[src/rtl/debounce_pulse.sv]
// Multi-channel switch/button conditioner: sync, debounce, edge pulses, optional auto-repeat.
// Repeat phase per channel:  PH_DELAY | waiting REPEAT_DLY after the rise
//                            PH_PERIOD | emitting every REPEAT_PER cycles
module debounce_pulse #(
  parameter int N          = 8,
  parameter int DB_CYCLES  = 16,
  parameter int EDGE_MODE  = 0,
  parameter int REPEAT_DLY = 0,
  parameter int REPEAT_PER = 1
) (
  input  logic         clk,
  input  logic         rst,
  input  logic [N-1:0] din,
  output logic [N-1:0] level,
  output logic [N-1:0] rise,
  output logic [N-1:0] fall,
  output logic [N-1:0] pulse
);

  localparam int CW = $clog2(DB_CYCLES) + 1;
  localparam logic [CW-1:0] CNT_TC = CW'(DB_CYCLES - 1);
  localparam bit REP_EN = (REPEAT_DLY > 0) && (REPEAT_PER >= 1) && (EDGE_MODE != 1);

  typedef enum logic {
    PH_DELAY  = 1'b0,
    PH_PERIOD = 1'b1
  } ph_t;

  logic [N-1:0]  s1;
  logic [N-1:0]  s2;
  logic [N-1:0]  level_d;
  logic [CW-1:0] cnt [N];
  logic [N-1:0]  edge_src;
  logic [N-1:0]  rp;

  always_ff @(posedge clk) begin
    if (rst) begin
      s1      <= '0;
      s2      <= '0;
      level   <= '0;
      level_d <= '0;
      for (int i = 0; i < N; i++) cnt[i] <= '0;
    end else begin
      s1      <= din;
      s2      <= s1;
      level_d <= level;
      for (int i = 0; i < N; i++) begin
        if (s2[i] == level[i]) begin
          cnt[i] <= '0;
        end else if (cnt[i] == CNT_TC) begin
          level[i] <= s2[i];
          cnt[i]   <= '0;
        end else begin
          cnt[i] <= cnt[i] + 1'b1;
        end
      end
    end
  end

  assign rise = level & ~level_d;
  assign fall = ~level & level_d;

  always_comb begin
    edge_src = rise | fall;
    case (EDGE_MODE)
      0:       edge_src = rise;
      1:       edge_src = fall;
      default: edge_src = rise | fall;
    endcase
  end

  generate
    if (REP_EN) begin : g_rep
      localparam int RMAX = (REPEAT_DLY > REPEAT_PER) ? REPEAT_DLY : REPEAT_PER;
      localparam int RW   = $clog2(RMAX) + 1;
      localparam logic [RW-1:0] DLY_TC = RW'(REPEAT_DLY - 1);
      localparam logic [RW-1:0] PER_TC = RW'(REPEAT_PER - 1);

      ph_t          ph     [N];
      ph_t          ph_nxt [N];
      logic [RW-1:0] rc     [N];
      logic [RW-1:0] rc_nxt [N];
      logic [N-1:0]  rp_q;
      logic [N-1:0]  rp_nxt;

      // rc is held at 0 while level is low, so it already starts from 0 in the
      // rise cycle and counts that cycle; the first repeat lands REPEAT_DLY after rise.
      always_comb begin
        rp_nxt = '0;
        for (int i = 0; i < N; i++) begin
          ph_nxt[i] = ph[i];
          rc_nxt[i] = rc[i];
          if (!level[i]) begin
            ph_nxt[i] = PH_DELAY;
            rc_nxt[i] = '0;
          end else if (ph[i] == PH_DELAY && rc[i] == DLY_TC) begin
            rp_nxt[i] = 1'b1;
            ph_nxt[i] = PH_PERIOD;
            rc_nxt[i] = '0;
          end else if (ph[i] == PH_PERIOD && rc[i] == PER_TC) begin
            rp_nxt[i] = 1'b1;
            rc_nxt[i] = '0;
          end else begin
            rc_nxt[i] = rc[i] + 1'b1;
          end
        end
      end

      always_ff @(posedge clk) begin
        if (rst) begin
          rp_q <= '0;
          for (int i = 0; i < N; i++) begin
            ph[i] <= PH_DELAY;
            rc[i] <= '0;
          end
        end else begin
          rp_q <= rp_nxt;
          for (int i = 0; i < N; i++) begin
            ph[i] <= ph_nxt[i];
            rc[i] <= rc_nxt[i];
          end
        end
      end

      assign rp = rp_q;
    end else begin : g_no_rep
      assign rp = '0;
    end
  endgenerate

  // Masking with level kills a repeat pulse registered on the same edge level fell.
  assign pulse = edge_src | (rp & level);

endmodule
[config.mk]
export PLATFORM = sky130hd
export DESIGN_NAME = debounce_pulse
export DESIGN_NICKNAME = d
export VERILOG_FILES = /design/src/rtl/debounce_pulse.sv
export SDC_FILE = /design/constraint.sdc
export NUM_CORES = 1
export LEC_CHECK = 0
export CAP_MARGIN = 20
export CELL_PAD_IN_SITES_DETAIL_PLACEMENT = 0
export CELL_PAD_IN_SITES_GLOBAL_PLACEMENT = 2
export CORE_MARGIN = 1.5
export CORE_UTILIZATION = 42
export DETAILED_ROUTE_END_ITERATION = 10
export DONT_BUFFER_PORTS = 1
export GPL_TIMING_DRIVEN = 0
export PLACE_DENSITY_LB_ADDON = 0.3
export SYNTH_ARGS = -nofsm -noshare
export SYNTH_HDL_FRONTEND = slang
export SYNTH_SLANG_ARGS = --single-unit
[constraint.sdc]
create_clock -name clk -period 2.1 [get_ports clk]
set_input_delay 0.42 -clock clk [delete_from_list [all_inputs] [get_ports clk]]
set_output_delay 0.42 -clock clk [all_outputs]
set_load 0.05 [all_outputs]
Yosys cells after proc, flatten, opt, wreduce, memory -nomap -nowiden:

Memory sizes are Yosys's and may differ from the RTL's.
Index checks and enable logic that the tools add are counted.
Widths: inputs -> output; s select.

* bits in registers: 32
* memory bits (writable): 40
* output and inout bits: 32
* logic and storage cells: 194
* memories kept: 1

* add/sub/neg operators: 8
* equal/unequal tests: 16
* muxes and demuxes: 114
* bitwise gates (word level): 36
* reductions and logical operators: 8

Memory list
* cnt: words 8, width 5, read ports 8, clocked after memory_dff 0, write ports 8, RTL line 32 `logic [CW-1:0] cnt [N];`

Operator list (number)
* $mux 5: 24
* $mux 1: 90
* $add 5x1->5 const B: 8
* $eq 5x4->1 const B: 8
* $or 1x1->1: 24
* $and 8x8->8: 2
* $not 8->8: 2
* $reduce_and 2->1: 8
* $eq 1x1->1: 8
* $not 1->1: 8

Longest topological paths before layout:

Gate-level depths: netlist of the first run.
An unclocked memory read counts as a cell.

* depth after elaboration: 8
* depth in mapped cells: 5

Worst setup path before layout of the first run:

OpenSTA, ideal clock, no wires.

* path kind: register to output
* start point: register level[2]
* end point: output rise[2]
* arrival time: 1.837 ns
* path slack: -0.157 ns
* cell stages (with the launch flop): 3
* buffers on the path: 1
* path through: dfxtp_1 -> nor2b_1 -> buf_4

* word-level cells in the longest chain between the ends: 1

Ends and longest elaborated chain
* start: declaration: RTL line 14 `output logic [N-1:0] level,`
* start signal: indexed assignment: RTL line 51 `level[i] <= s2[i];`
* $and 8x8->8: RTL line 60 `assign rise = level & ~level_d;`
* end: declaration: RTL line 15 `output logic [N-1:0] rise,`

Every way passes these cells.

Worst setup path after layout of the first run:

* start point: register level[3]
* end point: output rise[3]

The elaborated chain is that of the path after synthesis.

==> results.cfg, run 1 <==
[status]
status = finished clean

[synth]
ys_types = 17
synthArstFlopShare_pct = 0
yosysWarnings = 0
synth_top_cells_by_count = 48 x nor2_1, 40 x edfxtp_1, 32 x dfxtp_1, 26 x nor2b_1
syn_area_sq_um = 3100
synth.area.top_cells = edfxtp_1 39%, dfxtp_1 21%, ha_1 6.4%, nor2_1 5.8%, nor2b_1 5.2%
ys_seq_elements = 72
yosysMostFrequentCell = nor2_1
yosys.area.top_type = edfxtp_1
ys_seq_area_share_pct = 59.3
ys.flop_type = edfxtp_1
syn_avg_cell_area_sq_um = 11.9
synth_edf_count = 40
syn_inst = 261
synth_top_area_share_pct = 38.7

[sta]
fin_skew_ns = 0.00992
rsz0062_at_grt = false
tightest_slew_ns = 0.546
final.setup.worst_slack_ns = 0.0859
finalSetupViolCount = 0
whs_ns = 0.198
drv_slew = 0
relSlewSlack_pct = 63.6
finalCritPeriodShare_pct = 95.9
hold_viol_final = 0
final.setup.tns_ns = 0
min_period_ns = 2.01
fmax_mhz = 497

[global_route]
antenna_found_initial = 0
grt_util_all_layers_pct = 13.0
grt_pass1_vias = 1759
grt_pass1_wl_um = 7540
grt_max_degree = 13
grt_remaining_overflow = 0

[setup_path]
cp-end-kind = output port
cp.arrival_ns = 1.59
crit_family = flip-flops
startpoint_type = register
rr_startpoint = cnt[1][15]$_SDFFCE_PP0P_
rr_worst_depth = 5
critPathKind = reg2out
crit_chain = nor2b_4 -> buf_4
cp_max_fo = 6
critPathMaxStageDelay_ns = 0.57
worst-path-buf-inv = 1
crit_required_ns = 1.68
crit_path_top_delay_cell = dfxtp_2
r2r_slack_ns = 0.35
r2r_end = cnt[1][18]$_SDFFCE_PP0P_

[final_layout]
fin_nets = 337
finalNonFillerCells = 415
area_delta_synth_final_pct = 17.7
stdcell_area_sq_um = 3650
drive_gt1_share_pct = 15.5
antennaDiodeCount = 0

[die]
start_util_pct = 43.0
dieHeight_um = 89.0
die_w_um = 89.0
ios = 42
floorplan.rows = 31
core_region_area_sq_um = 7210
die-area_sq_um = 7920

[drt]
wire_per_inst_um = 10.7
drtIter0Drc = 53
wl_um = 4430
via_per_inst = 4.25
drc = 0
ant_nets = 0
vias = 1763
dr.pass1.iters = 4

[placed_design]
hpwl_um = 3110
dp_cells = 399
portBuffers = 0
gp_congestion = 0.681
dp_slack_ns = 0.0166
dpl_cell_area_sq_um = 3390

[clock_tree]
clock_tree.root_cell = clkbuf_8
cts_max_level = 3
cts.path.max_buffers = 2
clk_pin_slew_worst_paths_ns = 0.08
worstSkewPairLatency_ns = 0.34
cts_tree = yes
postCtsSetupBuffers = 0
cts_made_buffers = 9
clock_sinks = 72

[worst_hold_path]
min_to = s1[7]$_SDFF_PP0_
hold_class = in2reg
whs_path_depth = 1
hold_start = din[7]

[power]
ir_drop_uv = 384
leakagePower_nw = 1.55
power_density_nw_per_um2 = 776

[job]
maxCapViolCount = 0
kinds of logic after synthesis:
group / after synthesis / share of synthesized area [%]
and+or+nand+nor: 112 / 20.2
other: 1 / 0.121
xor gates and xnor gates: 24 / 6.77
buffers and inverters: 28 / 4.51
DFF: 72 / 59.3
adders and majority gates: 16 / 6.45
muxes: 8 / 2.58
worst max-delay path by stage:
stage	depth (start not counted)	endpoint	from	slack, ns
2_1_floorplan	2	rise[2]	level[2]$_SDFFE_PP0P_	0.11
3_3_place_gp	2	rise[3]	level[3]$_SDFFE_PP0P_	0.01
3_5_place_dp	2	rise[7]	level[7]$_SDFFE_PP0P_	0.02
4_1_cts	2	rise[3]	level[3]$_SDFFE_PP0P_	0.06
5_1_grt	2	rise[2]	level[2]$_SDFFE_PP0P_	0.02
6_report	2	rise[3]	level[3]$_SDFFE_PP0P_	0.09
timing repair:
action                     CTS  global route
gates resized for setup     16             0
setup endpoints to repair   16             0
hold buffers                 0             0
cells in the final DEF, fill, tap and decap left out, drive strengths merged:
| master | n |
|---|---|
| clkinvlp | 1 |
| mux2i | 8 |
| inv | 16 |
| and2b | 14 |
| xnor2 | 16 |
| clkbuf | 11 |
| or3 | 8 |
| ha | 16 |
| bufinv | 2 |
| nor2 | 48 |
| nor2b | 26 |
| dfxtp | 32 |
| conb | 40 |
| nand3 | 8 |
| buf | 10 |
| edfxtp | 40 |
| xor2 | 8 |
| clkinv | 4 |
| and3 | 8 |
state kept, by name, indices dropped and copies added, names as in the netlist:
signal and count:
s1 8, level 8, cnt 40, level_d 8
s2 8
report_power, final:
part | internal, mW | total, mW | switching, mW
Sequential | 1.53 | 1.56 | 0.0265
Clock | 0.658 | 1.17 | 0.511
Combinational | 0.0458 | 0.105 | 0.0593
final cells by class:
cell class              count  area [sq um]
clock inverters             7          86.3
flip-flops and latches     72          1850
clock buffers               9           124
inverters                  16          60.1
plain buffers              12          80.1
fillers                   662          3560
multi-input cells         200          1330
well taps                  99           124
per-layer routing:
layer	routed length (um)	vias to the layer above	track usage (%)
li1	-	912	-
met1	2120	804	15.6
met2	1970	38	20.3
met3	249	9	4.06
met4	95	0	8.39
met5	0	-	0
through the flow:
step,util (%),power (mW)
finish,50.7,2.84
global route,50.7,2.95
CTS,50.7,2.87
detailed placement,47.1,1.70
global placement,47.1,1.70
floorplan,-,1.67
No activity file was read; power rests on OpenSTA's default activity.
==> run 2: changes to the inputs <==
- CAP_MARGIN: 20 -> unset
- CORE_ASPECT_RATIO: unset -> 1.25
==> results.cfg, run 2 (synthesis gave the netlist of run 1 again) <==
[setup_path]
cp-end-kind = output port
startpoint = level[6]$_SDFFE_PP0P_
r2r_slack_ns = 0.38
r2r_end = cnt[0][3]$_SDFFCE_PN0P_
crit_required_ns = 1.68
rr_worst_depth = 5
startpoint_type = register
endpoint = rise[6]
cp_max_fo = 6
rr_startpoint = cnt[0][0]$_SDFFCE_PN0P_
cp.arrival_ns = 1.58
critPathKind = reg2out

[global_route]
grt_use_met3_pct = 4.31
grt_util_all_layers_pct = 12.9
grt_use_met2_pct = 19.1
grt_pass1_vias = 1649
met1_usage_pct = 15.7
grt_most_used_layer = met2
grt_max_degree = 13
grt_remaining_overflow = 0
antenna_found_initial = 0
grt_pass1_wl_um = 7470

[clock_tree]
cts_max_level = 3
cts_tree = yes
cts_made_buffers = 9
clock_sinks = 72
worstSkewPairLatency_ns = 0.34
cts.path.max_buffers = 2
clk_pin_slew_worst_paths_ns = 0.08
clock_tree.root_cell = clkbuf_8

[die]
ios = 42
floorplan.rows = 34
die_w_um = 79.9
core_region_area_sq_um = 7060
start_util_pct = 44.0
die-area_sq_um = 7920
dieHeight_um = 99.1

[power]
p_int_mw = 2.48
ir_drop_uv = 528
power_density_nw_per_um2 = 833
pwr-share-seq_pct = 50.8
leakagePower_nw = 1.57
p_sw_share_pct = 19.3
power.switching_mw = 0.593
power_frac_comb_pct = 3.4
clockPowerShare_pct = 45.8

[sta]
final.setup.tns_ns = 0
hold_viol_final = 0
finalSetupViolCount = 0
fin_skew_ns = 0.00849
finalCritPeriodShare_pct = 95.0
min_period_ns = 2.00
drv_slew = 0
fmax_mhz = 501
rsz0062_at_grt = false
tightest_slew_ns = 0.576
relSlewSlack_pct = 61.6

[status]
status = finished clean

[drt]
vias = 1722
drc = 0
ant_nets = 0
wl_um = 4380
via_per_inst = 4.24
dr.pass1.iters = 4
drtIter0Drc = 94
wire_per_inst_um = 10.8

[final_layout]
final_cell_mix = 48 x nor2_1, 40 x edfxtp_1, 40 x conb_1
fin_nets = 337
area_delta_synth_final_pct = 18.9
top_register = cnt
regArea_sq_um = 1850
antennaDiodeCount = 0
drive_gt1_share_pct = 15.5
multiInputGateArea_sq_um = 1330
final_common_cell = nor2_1
stdcell_area_sq_um = 3690
fillers = 681
largest_reg_flops = 40

[placed_design]
portBuffers = 0
gp_congestion = 0.732
hpwl_um = 3080
dpl_cell_area_sq_um = 3380

[worst_hold_path]
hold_class = in2reg

[job]
maxCapViolCount = 0
run 2: changes by cell type in the layout (fill, tap and decap cells not counted), sizes merged:
| cell | before | now |
|---|---|---|
| clkinv | 4 | 3 |
| bufinv | 2 | 4 |
| clkinvlp | 1 | 0 |
run 2: worst min-delay path by stage:
| stage | from | to | cells after the start |
|---|---|---|---|
| 2_1_floorplan | s1[2]$_SDFF_PP0_ | s2[2]$_SDFF_PP0_ | 1 |
| 3_3_place_gp | s1[2]$_SDFF_PP0_ | s2[2]$_SDFF_PP0_ | 1 |
| 3_5_place_dp | s1[2]$_SDFF_PP0_ | s2[2]$_SDFF_PP0_ | 1 |
| 4_1_cts | din[4] | s1[4]$_SDFF_PP0_ | 1 |
| 5_1_grt | din[4] | s1[4]$_SDFF_PP0_ | 1 |
| 6_report | din[4] | s1[4]$_SDFF_PP0_ | 1 |
run 2: worst max-delay path: stages (launching register included):
cell and delay [ns]:
dfxtp_2 0.55, nor2b_4 0.42, buf_4 0.27
run 2: power by group through the flow:
stage	clock [mW]	combinational, mW	sequential (mW)
2_1_floorplan	0	0.0887	1.59
3_3_place_gp	0	0.105	1.59
3_5_place_dp	0	0.106	1.59
4_1_cts	1.45	0.107	1.56
5_1_grt	1.50	0.126	1.57
6_report	1.41	0.106	1.56
run 2: per-stage QoR:
stage	utilization [%]	hold WS, ns	total power [mW]	instances	setup slack [ns]
3_5_place_dp	47.9	0.423	1.70	390	0.0124
6_report	52.3	0.201	3.07	406	0.104
2_1_floorplan	-	0.411	1.67	300	0.109
3_3_place_gp	47.9	0.417	1.70	390	0.0240
4_1_cts	52.3	0.183	3.12	406	0.0759
5_1_grt	52.3	0.176	3.19	406	0.0413
run 2: layout make-up:
class	instances	share of cell area (%)
buffer	12	2.17
clock buffer	9	3.36
clock inverter	7	3.63
inverter	16	1.63
multi-input combinational	200	36.0
sequential	72	50.2
tap	90	3.05
run 2: routing by layer:
layer / wire length [um] / up-vias
li1: - / 910
met1: 2070 / 776
met2: 2040 / 29
met3: 151 / 7
met4: 112 / 0
met5: 0 / -
run 2: timing repair:
item | in CTS | in global routing
hold buffers | 0 | 0
gates resized for setup | 16 | 0
setup buffers | 0 | 0
setup endpoints to repair | 16 | 0
==> run 3: changes to the inputs <==
- GPL_TIMING_DRIVEN: 0 -> unset
==> results.cfg, run 3 (synthesis gave the netlist of run 1 again) <==
[final_layout]
final_common_cell = nor2_1
top_register = cnt
drive_gt1_share_pct = 14.1
largest_reg_flops = 40
final_cell_mix = 48 x nor2_1, 40 x edfxtp_1, 40 x conb_1
stdcell_area_sq_um = 3590
antennaDiodeCount = 0
fin_util_pct = 50.9
area_delta_synth_final_pct = 15.7
fillers = 691
finalNonFillerCells = 410
fin_nets = 341

[sta]
finalCritPeriodShare_pct = 82.0
rsz0062_at_grt = false
final.setup.worst_slack_ns = 0.378
fin_skew_ns = 0.0144
fmax_mhz = 581
finalSetupViolCount = 0
min_period_ns = 1.72
drv_slew = 0
final.setup.tns_ns = 0
whs_ns = 0.161
hold_viol_final = 0

[die]
dieHeight_um = 99.1
floorplan.rows = 34
core_region_area_sq_um = 7060
die_w_um = 79.9
start_util_pct = 44.0
ios = 42
die-area_sq_um = 7920

[clock_tree]
clock_sinks = 72
cts_made_buffers = 9
clk_pin_slew_worst_paths_ns = 0.07
clock_tree.root_cell = clkbuf_8
cts_resized = 0
worstSkewPairLatency_ns = 0.34
cts_max_level = 3
cts.path.max_buffers = 2
cts_hold_buf = 0
postCtsSetupBuffers = 0
cts_tree = yes

[worst_hold_path]
hold_class = in2reg

[global_route]
grt_max_degree = 41
grt_remaining_overflow = 0
grt_pass1_wl_um = 7200
antenna_found_initial = 0
grt_pass1_vias = 1723
grt_util_all_layers_pct = 12.0

[power]
ir_drop_uv = 357
leakagePower_nw = 1.55
power_mw = 2.59
power_density_nw_per_um2 = 722

[setup_path]
cp.arrival_ns = 1.91
cp-end-kind = register
cp_max_fo = 5
critPathKind = reg2reg
crit_required_ns = 2.29
startpoint_type = register

[placed_design]
dp_slack_ns = 0.379
portBuffers = 0
gp_congestion = 0.687
dpl_cell_area_sq_um = 3420
hpwl_um = 2750
dp_cells = 394

[drt]
vias = 1781
wire_per_inst_um = 9.77
ant_nets = 0
drc = 0
dr.pass1.iters = 4
wl_um = 4010
via_per_inst = 4.34
drtIter0Drc = 59

[status]
status = finished clean

[job]
maxCapViolCount = 0
## run 3: cell types whose count changed in the layout (fill, tap and decap cells not counted), sizes merged
cell,previous run,this run
buf,10,16
bufinv,4,0
clkbuf,11,13
clkinv,3,1
clkinvlp,0,2
## run 3: report_power, final
group | internal, mW | leakage (nW) | switching, mW | total [mW]
Sequential | 1.53 | 0.674 | 0.0264 | 1.56
Combinational | 0.0435 | 0.793 | 0.0466 | 0.0901
Clock | 0.461 | 0.0796 | 0.481 | 0.942
## run 3: area by class of cell
| cell class | count | area [sq um] | area share [%] |
|---|---|---|---|
| clock buffers | 13 | 149 | 4.14 |
| clock inverters | 3 | 20.0 | 0.557 |
| inverters | 16 | 60.1 | 1.67 |
| multi-input cells | 200 | 1290 | 35.9 |
| flip-flops and latches | 72 | 1840 | 51.3 |
| well taps | 90 | 113 | 3.13 |
| repair buffers | 16 | 120 | 3.34 |
## run 3: worst paths after layout
check | endpoint | startpoint | slack, ns | depth (start not counted)
hold reg to reg | s2[4]$_SDFF_PP0_ | s1[4]$_SDFF_PP0_ | 0.44 | 1
setup reg to reg | cnt[0][3]$_SDFFCE_PN0P_ | cnt[0][0]$_SDFFCE_PN0P_ | 0.38 | 5
setup / recovery | cnt[0][3]$_SDFFCE_PN0P_ | cnt[0][0]$_SDFFCE_PN0P_ | 0.38 | 5
hold / removal | level_d[5]$_SDFF_PP0_ | rst | 0.16 | 1
## run 3: critical path, cell delays in order (launching register included)
cell,delay [ns]
edfxtp_1,0.42
ha_1,0.24
and3_1,0.19
ha_1,0.21
or3_4,0.43
nor2_1,0.11
## run 3: metal layers
layer / GRT usage (%) / wire length (um) / vias up
li1: - / - / 918
met1: 14.5 / 1900 / 824
met2: 18.6 / 1860 / 28
met3: 3.58 / 140 / 11
met4: 7.29 / 107 / 0
met5: 0 / 0 / -
